## src/rtl/imem_arbiter.sv

```systemverilog
// Round-robin arbiter sharing one instruction-memory read port among NUM_CORES fetch stages.
// One outstanding transaction at a time; responses return as a one-cycle valid pulse.
module imem_arbiter #(
  parameter int unsigned NUM_CORES = 4,
  parameter int unsigned ADDR_W    = 32,
  parameter int unsigned DATA_W    = 32
) (
  input  logic                        clk,
  input  logic                        rst,
  input  logic [NUM_CORES-1:0]        core_req,
  input  logic [NUM_CORES*ADDR_W-1:0] core_addr,
  output logic [NUM_CORES-1:0]        core_valid,
  output logic [DATA_W-1:0]           core_instr,
  output logic [NUM_CORES-1:0]        core_gnt,
  output logic                        mem_req,
  output logic [ADDR_W-1:0]           mem_addr,
  input  logic                        mem_ready,
  input  logic                        mem_rvalid,
  input  logic [DATA_W-1:0]           mem_rdata
);

  localparam int unsigned GW = (NUM_CORES > 1) ? $clog2(NUM_CORES) : 1;

  typedef enum logic [1:0] {IDLE, ISSUE, WAIT} state_t;

  state_t                 state, state_d;
  logic [GW-1:0]          last_grant, last_grant_d;
  logic [GW-1:0]          grant, grant_d;
  logic [GW-1:0]          pick;
  logic                   pick_found;
  logic [NUM_CORES-1:0]   eligible;
  logic [ADDR_W-1:0]      addr_arr [NUM_CORES];
  logic                   mem_req_d;
  logic [ADDR_W-1:0]      mem_addr_d;
  logic [NUM_CORES-1:0]   core_gnt_d;
  logic [NUM_CORES-1:0]   core_valid_d;
  logic [DATA_W-1:0]      core_instr_d;
  int unsigned            idx;
  logic [GW-1:0]          idx_g;

  // Unflatten per-core fetch addresses.
  always_comb begin
    for (int unsigned i = 0; i < NUM_CORES; i++) begin
      addr_arr[i] = core_addr[i*ADDR_W +: ADDR_W];
    end
  end

  // Round-robin pick starting after last_grant; the core being answered this cycle is excluded.
  always_comb begin
    eligible   = core_req & ~core_valid;
    pick       = '0;
    pick_found = 1'b0;
    idx        = 0;
    idx_g      = '0;
    for (int unsigned k = 1; k <= NUM_CORES; k++) begin
      idx   = (32'(last_grant) + k) % NUM_CORES;
      idx_g = GW'(idx);
      if (!pick_found && eligible[idx_g]) begin
        pick       = idx_g;
        pick_found = 1'b1;
      end
    end
  end

  // State and output registers.
  always_ff @(posedge clk) begin
    if (!rst) begin
      state      <= IDLE;
      last_grant <= GW'(NUM_CORES - 1);
      grant      <= '0;
      mem_req    <= 1'b0;
      mem_addr   <= '0;
      core_gnt   <= '0;
      core_valid <= '0;
      core_instr <= '0;
    end else begin
      state      <= state_d;
      last_grant <= last_grant_d;
      grant      <= grant_d;
      mem_req    <= mem_req_d;
      mem_addr   <= mem_addr_d;
      core_gnt   <= core_gnt_d;
      core_valid <= core_valid_d;
      core_instr <= core_instr_d;
    end
  end

  // Next-state logic.
  always_comb begin
    state_d = state;
    case (state)
      IDLE:    if (pick_found) state_d = ISSUE;
      ISSUE:   if (mem_ready)  state_d = WAIT;
      WAIT:    if (mem_rvalid) state_d = IDLE;
      default: state_d = IDLE;
    endcase
  end

  // Next values for the registered outputs.
  always_comb begin
    last_grant_d = last_grant;
    grant_d      = grant;
    mem_req_d    = mem_req;
    mem_addr_d   = mem_addr;
    core_gnt_d   = core_gnt;
    core_valid_d = '0;
    core_instr_d = core_instr;
    case (state)
      IDLE: begin
        if (pick_found) begin
          grant_d    = pick;
          mem_addr_d = addr_arr[pick];
          core_gnt_d = NUM_CORES'(1) << pick;
          mem_req_d  = 1'b1;
        end
      end
      ISSUE: begin
        if (mem_ready) mem_req_d = 1'b0;
      end
      WAIT: begin
        // A cancelled request still consumes its turn but gets no pulse.
        if (mem_rvalid) begin
          core_instr_d        = mem_rdata;
          core_valid_d[grant] = core_req[grant];
          last_grant_d        = grant;
          core_gnt_d          = '0;
        end
      end
      default: begin
        mem_req_d  = 1'b0;
        core_gnt_d = '0;
      end
    endcase
  end

endmodule

```

## config.mk

```make
export PLATFORM = sky130hd
export DESIGN_NAME = imem_arbiter
export DESIGN_NICKNAME = d
export VERILOG_FILES = /design/src/rtl/imem_arbiter.sv
export SDC_FILE = /design/constraint.sdc
export NUM_CORES = 1
export LEC_CHECK = 0
export ABC_CLOCK_PERIOD_IN_PS = 2550
export BUFFER_PORTS_ARGS = -buffer_cell sky130_fd_sc_hd__buf_2
export CAP_MARGIN = 20
export CORE_UTILIZATION = 48
export CTS_CLUSTER_DIAMETER = 40
export DETAILED_ROUTE_END_ITERATION = 6
export GPL_TIMING_DRIVEN = 1
export PLACE_DENSITY_LB_ADDON = 0.12
export REMOVE_ABC_BUFFERS = 1
export SLEW_MARGIN = 15
export SYNTH_ARGS = -nofsm -noshare
export SYNTH_HDL_FRONTEND = slang
export SYNTH_SLANG_ARGS = --single-unit
```

## constraint.sdc

```tcl
create_clock -name clk -period 2.55 [get_ports clk]
set_input_delay 0 -clock clk [delete_from_list [all_inputs] [get_ports clk]]
set_output_delay 0 -clock clk [all_outputs]
set_load 0.02 [all_outputs]
```

==> summary.log, run 1 <==
[status] run status complete, but fails checks
[status] failing checks negative hold slack
[sta] setup total negative slack 0 ps
[routing] final antenna-violating net count 0
[sta] Final Cycle Share 0.9440
[grt] global-route track usage on met2 0.6631
[synth] largest cells by area after synthesis dfxtp_1 (37%), a21oi_1 (7.4%), a31oi_1 (7.4%)
[worst_setup_path] master of the slowest instance on the critical path a21bo_1
[floorplanning] x dimension of the die 95.98 µm
[finish] share of post-route cells with drive strength above 1 0.3299
[routing] Detailed Route Iter0 Violations 541
[grt] initial antenna violation count 0
[floorplanning] I/O Pins 241
[sta] Worst Clk Skew 16.21 ps
[cts] H-tree depth 3
[place] Detailed Place HPWL 10560 µm
[cts] TritonCTS sink count 79
[place] placer's final routability congestion estimate 0.8582
[synth] Cell variety after synth 51
[grt] met3 track demand over resource in global routing 0.1114
[synth] Seq cells post-synth 79
[cts] clock latency at the later pin of the worst-skew pair 340 ps
[routing] detailed-route vias per instance 6.022
[routing] post-route DRC violation count 0
[grt] maximum number of pins on one net before global-route repair 41
[synth] post-synth top area cell dfxtp_1
[worst_setup_path] type of element capturing the critical path flip-flop
[cts] clock input transition at the sequential cells of the worst setup and hold paths 90 ps
[worst_setup_path] data required time of the worst path 2800 ps
[synth] per-instance average area after synthesis 7.821 µm²
[floorplanning] Die Ht 95.98 µm
[finish] utilization after layout 0.8156
[cts] CTS root buf clkbuf_8
[synth] number of synthesized flops with an enable pin 0
[cts] maximum clock insertion buffer count 2
[sta] Least-Margin Pin Slew 693.1 ps
[worst_setup_path] crit-path max cell delay 580 ps
[synth] most frequently used cell type in the post-synthesis netlist dfxtp_1
[finish] area of all placed cells without fillers 6837 µm²
[sta] worst slew slack as a fraction of its limit 0.5379
[worst_setup_path] worst-path maximum fanout 19
[worst_setup_path] arrival time at the worst endpoint 2660 ps
[sta] maximum clock frequency 415.4 MHz
[sta] worst hold margin -21.64 ps
[place] number of buffer cells added on primary ports 240
[pwr] Leakage Power 3.129 nW
[flow_run] reported max-cap violation count 0
[worst_setup_path] category of the critical setup timing path flip-flop to flip-flop
[place] Cell Count Post-Placement 849
[finish] area of the multi-input gates 2288 µm²
[finish] FF/Latch Area 1582 µm²
[synth] Top FF cell, synth dfxtp_1
[floorplanning] Floorplan Core Area 8382 µm²
[cts] number of resized instances in the post-cts repair step 0
[synth] ys async rst share 0
[sta] pins over their slew limit 0
[grt] GRT met1 Usage 0.4077
[sta] unrepaired setup endpoints after global routing false
[sta] Final Hold Viols 1
[place] total cell area at the placement stage 5483 µm²
[cts] CTS tree done
[finish] synth-to-layout area growth 61.28%
[synth] post-synthesis instance area 4239 µm²
[routing] total detailed-routing wirelength 18080 µm
[worst_setup_path] cell breakdown of the critical path nand2b_1 > nand2_1 > a21bo_1 > nand4_1 > o221ai_1
[grt] grt ovf 0
[grt] wire length of the first global-routing pass 27250 µm
[finish] fillcell total 532
[worst_setup_path] startpoint type of the worst setup path flip-flop
[floorplanning] floorplan die area 9211 µm²
[synth] list of most frequent post-synthesis cells dfxtp_1 (79), nand2_1 (76), a21oi_1 (63)
[finish] nets 1036
[synth] proportion of netlist area held by the largest area contributor 0.3731
[cts] number of buffers created by CTS 9
[sta] final setup slack of the worst path 142.7 ps
[pwr] Peak VDD IR 0.4021 mV
[floorplanning] effective utilization at floorplan 0.5057
[floorplanning] number of standard-cell rows in the floorplan 33
[grt] total routing resource utilization after global routing 0.3864
[synth] Post-Syn Instances 542
[routing] via count 5890
[sta] Final setup violation count 0
[synth] proportion of synthesized chip area in sequential cells 0.3731
[grt] layer with the highest usage met2
[synth] number of synthesis warnings 0
[finish] diode count 0
[routing] average wire length per cell after detail routing 18.48 µm
[finish] non-filler instance count after layout 978
[grt] number of global-route vias before repair 5700
[place] worst setup slack before clock tree synthesis 332.4 ps
[routing] first drt pass iteration count 5
[sta] post-layout minimum cycle time 2407 ps
[min_path] kind of path behind the tightest hold check input port to flip-flop
[pwr] Power Density 496.2 nW/µm²
## metal layers
layer | wire (µm) | part of all wire
met2 | 8856 | 0.49
met4 | 1016 | 0.056
met5 | 0 | 0
met1 | 6367 | 0.35
met3 | 1836 | 0.10
## cell families (layout without fill, tap and decap cells)
kind of cell | after synthesis | in the layout | share of synthesized area
flops | 79 | 79 | 0.3731
mux | 14 | 14 | 0.03306
buf+inv | 86 | 417 | 0.09150
simple gates | 171 | 171 | 0.2143
compound gates | 192 | 192 | 0.2881
## state kept, by name (all words and copies together), names as in the netlist
| register | flops |
|---|---|
| core_gnt | 4 |
| core_instr | 32 |
| core_valid | 4 |
| grant | 2 |
| last_grant | 2 |
| mem_addr | 32 |
| mem_req | 1 |
| state | 2 |
## layout by cell type, fill, tap and decap left out, types with 2 or more instances in the layout
cell type	instances
buf_2	240
dlygate4sd3_1	113
dfxtp_1	79
nand2_1	76
a21oi_1	62
a31oi_1	50
nand3_1	37
inv_1	28
o21ai_0	26
and4_1	25
o211ai_1	25
buf_4	18
mux2i_1	14
clkbuf_8	10
o221ai_1	7
nor2_1	6
nand2b_1	5
nor3_1	3
nor2_2	2
a21o_1	2
nor2b_1	2
a21oi_2	2
nand4_1	2
a22oi_1	2
nor3b_1	2
a211o_1	2
bufinv_16	2
buf_12	2
## per-stage QoR
stage,total power [mW],hold slack [ps]
after floorplan,1.815,71.83
after global placement,2.165,241.3
after detailed placement,2.183,250.5
after CTS,3.348,1.260
after global routing,3.528,4.737
final,3.392,-21.64
## worst paths after layout
kind,end,depth (start not counted),from,slack [ps]
min reg2reg,core_instr[26],2,core_instr[26],460
min,mem_addr[3],3,core_addr[35],-20
max reg2reg,mem_addr[19],5,core_valid[3],140
max,mem_addr[19],5,core_valid[3],140
## worst max-delay path, delay by kind of cell, from the launching register on
kind	cells	cell delay, ps
compound gates	2	950
simple gates	3	1010
flops	1	360
## final cells by class
cell class | count | area share
repair buffers | 373 | 0.3668
clock buffers | 11 | 0.02068
clock inverters | 5 | 0.01190
well taps | 105 | 0.01922
inverters | 28 | 0.01537
multi-input cells | 377 | 0.3347
flip-flops and latches | 79 | 0.2313
## power breakdown
group          internal (mW)  total [mW]  switching (mW)
sequential              1.32        1.37          0.0559
combinational          0.439       0.969           0.530
clock                  0.579        1.05           0.471
## repair_timing
action / CTS / global route
setup buffers: 0 / 0
hold buffers: 113 / 0
endpoints found under the hold margin: 71 / 0
Note: power is estimated with default switching activity, not from simulation.
==> run 2: changes to the inputs <==
BUFFER_PORTS_ARGS = not set   (was -buffer_cell sky130_fd_sc_hd__buf_2)
CORE_UTILIZATION = 50   (was 48)
DONT_BUFFER_PORTS = 1   (was not set)
SETUP_SLACK_MARGIN = 0.2   (was not set)
==> summary.log, run 2 <==
[floorplanning] x dimension of the die 94.08 µm
[synth] number of synthesized flops with an enable pin 0
[cts] CTS root buf clkbuf_8
[synth] most frequently used cell type in the post-synthesis netlist dfxtp_1
[place] number of buffer cells added on primary ports 0
[synth] post-synthesis instance area 4239 µm²
[synth] post-synth top area cell dfxtp_1
[synth] Top FF cell, synth dfxtp_1
[floorplanning] I/O Pins 241
[cts] maximum clock insertion buffer count 2
[floorplanning] Die Ht 94.08 µm
[status] failing step clock tree synthesis
[cts] H-tree depth 3
[cts] hold buffer count at CTS 126
[place] worst setup slack before clock tree synthesis 435.0 ps
[synth] Seq cells post-synth 79
[synth] per-instance average area after synthesis 7.821 µm²
[synth] largest cells by area after synthesis dfxtp_1 (37%), a21oi_1 (7.4%), a31oi_1 (7.4%)
[synth] proportion of netlist area held by the largest area contributor 0.3731
[synth] Cell variety after synth 51
[synth] ys async rst share 0
[floorplanning] effective utilization at floorplan 0.5159
[floorplanning] number of standard-cell rows in the floorplan 33
[synth] Post-Syn Instances 542
[cts] number of resized instances in the post-cts repair step 0
[synth] number of synthesis warnings 0
[cts] TritonCTS sink count 79
[place] Detailed Place HPWL 9077 µm
[synth] list of most frequent post-synthesis cells dfxtp_1 (79), nand2_1 (76), a21oi_1 (63)
[place] placer's final routability congestion estimate 0.8410
[synth] proportion of synthesized chip area in sequential cells 0.3731
[cts] number of buffers created by CTS 9
[status] Error [ERROR RSZ-0060] Max buffer count reached.
[cts] setup bufs post-CTS 0
[status] run status did not finish
## run 2: cell counts after synthesis
Identical to the previous run, type by type.
## run 2: logic make-up after synthesis
family / after synthesis / synth area share
flip-flops: 79 / 0.3731
AND/OR/NAND/NOR: 171 / 0.2143
buffers and inverters: 86 / 0.09150
multiplexers: 14 / 0.03306
AO/OA/AOI/OAI: 192 / 0.2881
## run 2: metrics by stage
stage / TNS [ps] / area, µm² / util / hold WS, ps / std cells
detailed placement: 0 / 4287 / 0.5217 / 91.41 / 612
global placement: 0 / 4287 / 0.5217 / 81.18 / 612
floorplan: -15260 / 3956 / - / 71.83 / 484
==> run 3: changes to the inputs <==
CORE_UTILIZATION = 35   (was 50)
CTS_CLUSTER_DIAMETER = not set   (was 40)
PLACE_DENSITY_LB_ADDON = 0.15   (was 0.12)
SETUP_SLACK_MARGIN = not set   (was 0.2)
==> summary.log, run 3 <==
[place] number of buffer cells added on primary ports 0
[synth] number of synthesis warnings 0
[synth] Top FF cell, synth dfxtp_1
[cts] H-tree depth 3
[synth] xor/xnor share of the synthesized area 0
[floorplanning] effective utilization at floorplan 0.3650
[synth] ys async rst share 0
[synth] Cell variety after synth 51
[status] failing step clock tree synthesis
[synth] most frequently used cell type in the post-synthesis netlist dfxtp_1
[synth] dominant combinational cell family by area after synthesis compound AO/OA/AOI/OAI gates
[cts] maximum clock insertion buffer count 2
[place] placer's final routability congestion estimate 0.8244
[cts] number of resized instances in the post-cts repair step 0
[cts] number of buffers created by CTS 9
[floorplanning] x dimension of the die 112.1 µm
[place] worst setup slack before clock tree synthesis 448.3 ps
[floorplanning] I/O Pins 241
[synth] share of synthesized cell area in and, or, nand and nor gates 0.2143
[status] Error [ERROR RSZ-0060] Max buffer count reached.
[cts] CTS root buf clkbuf_16
[cts] hold buffer count at CTS 134
[synth] proportion of synthesized chip area in sequential cells 0.3731
[floorplanning] number of standard-cell rows in the floorplan 39
[floorplanning] Die Ht 112.1 µm
[synth] post-synth top area cell dfxtp_1
[synth] per-instance average area after synthesis 7.821 µm²
[synth] share of the synthesized area in compound gates (AO/OA/AOI/OAI) 0.2881
[status] run status did not finish
[synth] largest cells by area after synthesis dfxtp_1 (37%), a21oi_1 (7.4%), a31oi_1 (7.4%)
[synth] Post-Syn Instances 542
[place] Detailed Place HPWL 9570 µm
[synth] synthesized-area fraction occupied by adder cells 0
[cts] TritonCTS sink count 79
[synth] proportion of netlist area held by the largest area contributor 0.3731
[synth] number of synthesized flops with an enable pin 0
[synth] share of cell area taken by muxes after synthesis 0.03306
[synth] post-synthesis instance area 4239 µm²
[cts] setup bufs post-CTS 0
[synth] list of most frequent post-synthesis cells dfxtp_1 (79), nand2_1 (76), a21oi_1 (63)
[synth] Seq cells post-synth 79
[run 3: cell counts after synthesis]
Identical to the previous run, type by type.
[run 3: logic make-up after synthesis]
kind of cell | after synthesis
compound gates | 192
simple gates | 171
buf+inv | 86
flops | 79
mux | 14
[run 3: per-stage QoR]
stage | instance area (µm²) | cells | hold slack [ps] | utilization
detailed placement | 4312 | 648 | 89.72 | 0.3713
global placement | 4312 | 648 | 77.89 | 0.3713
floorplan | 3956 | 484 | 71.83 | -
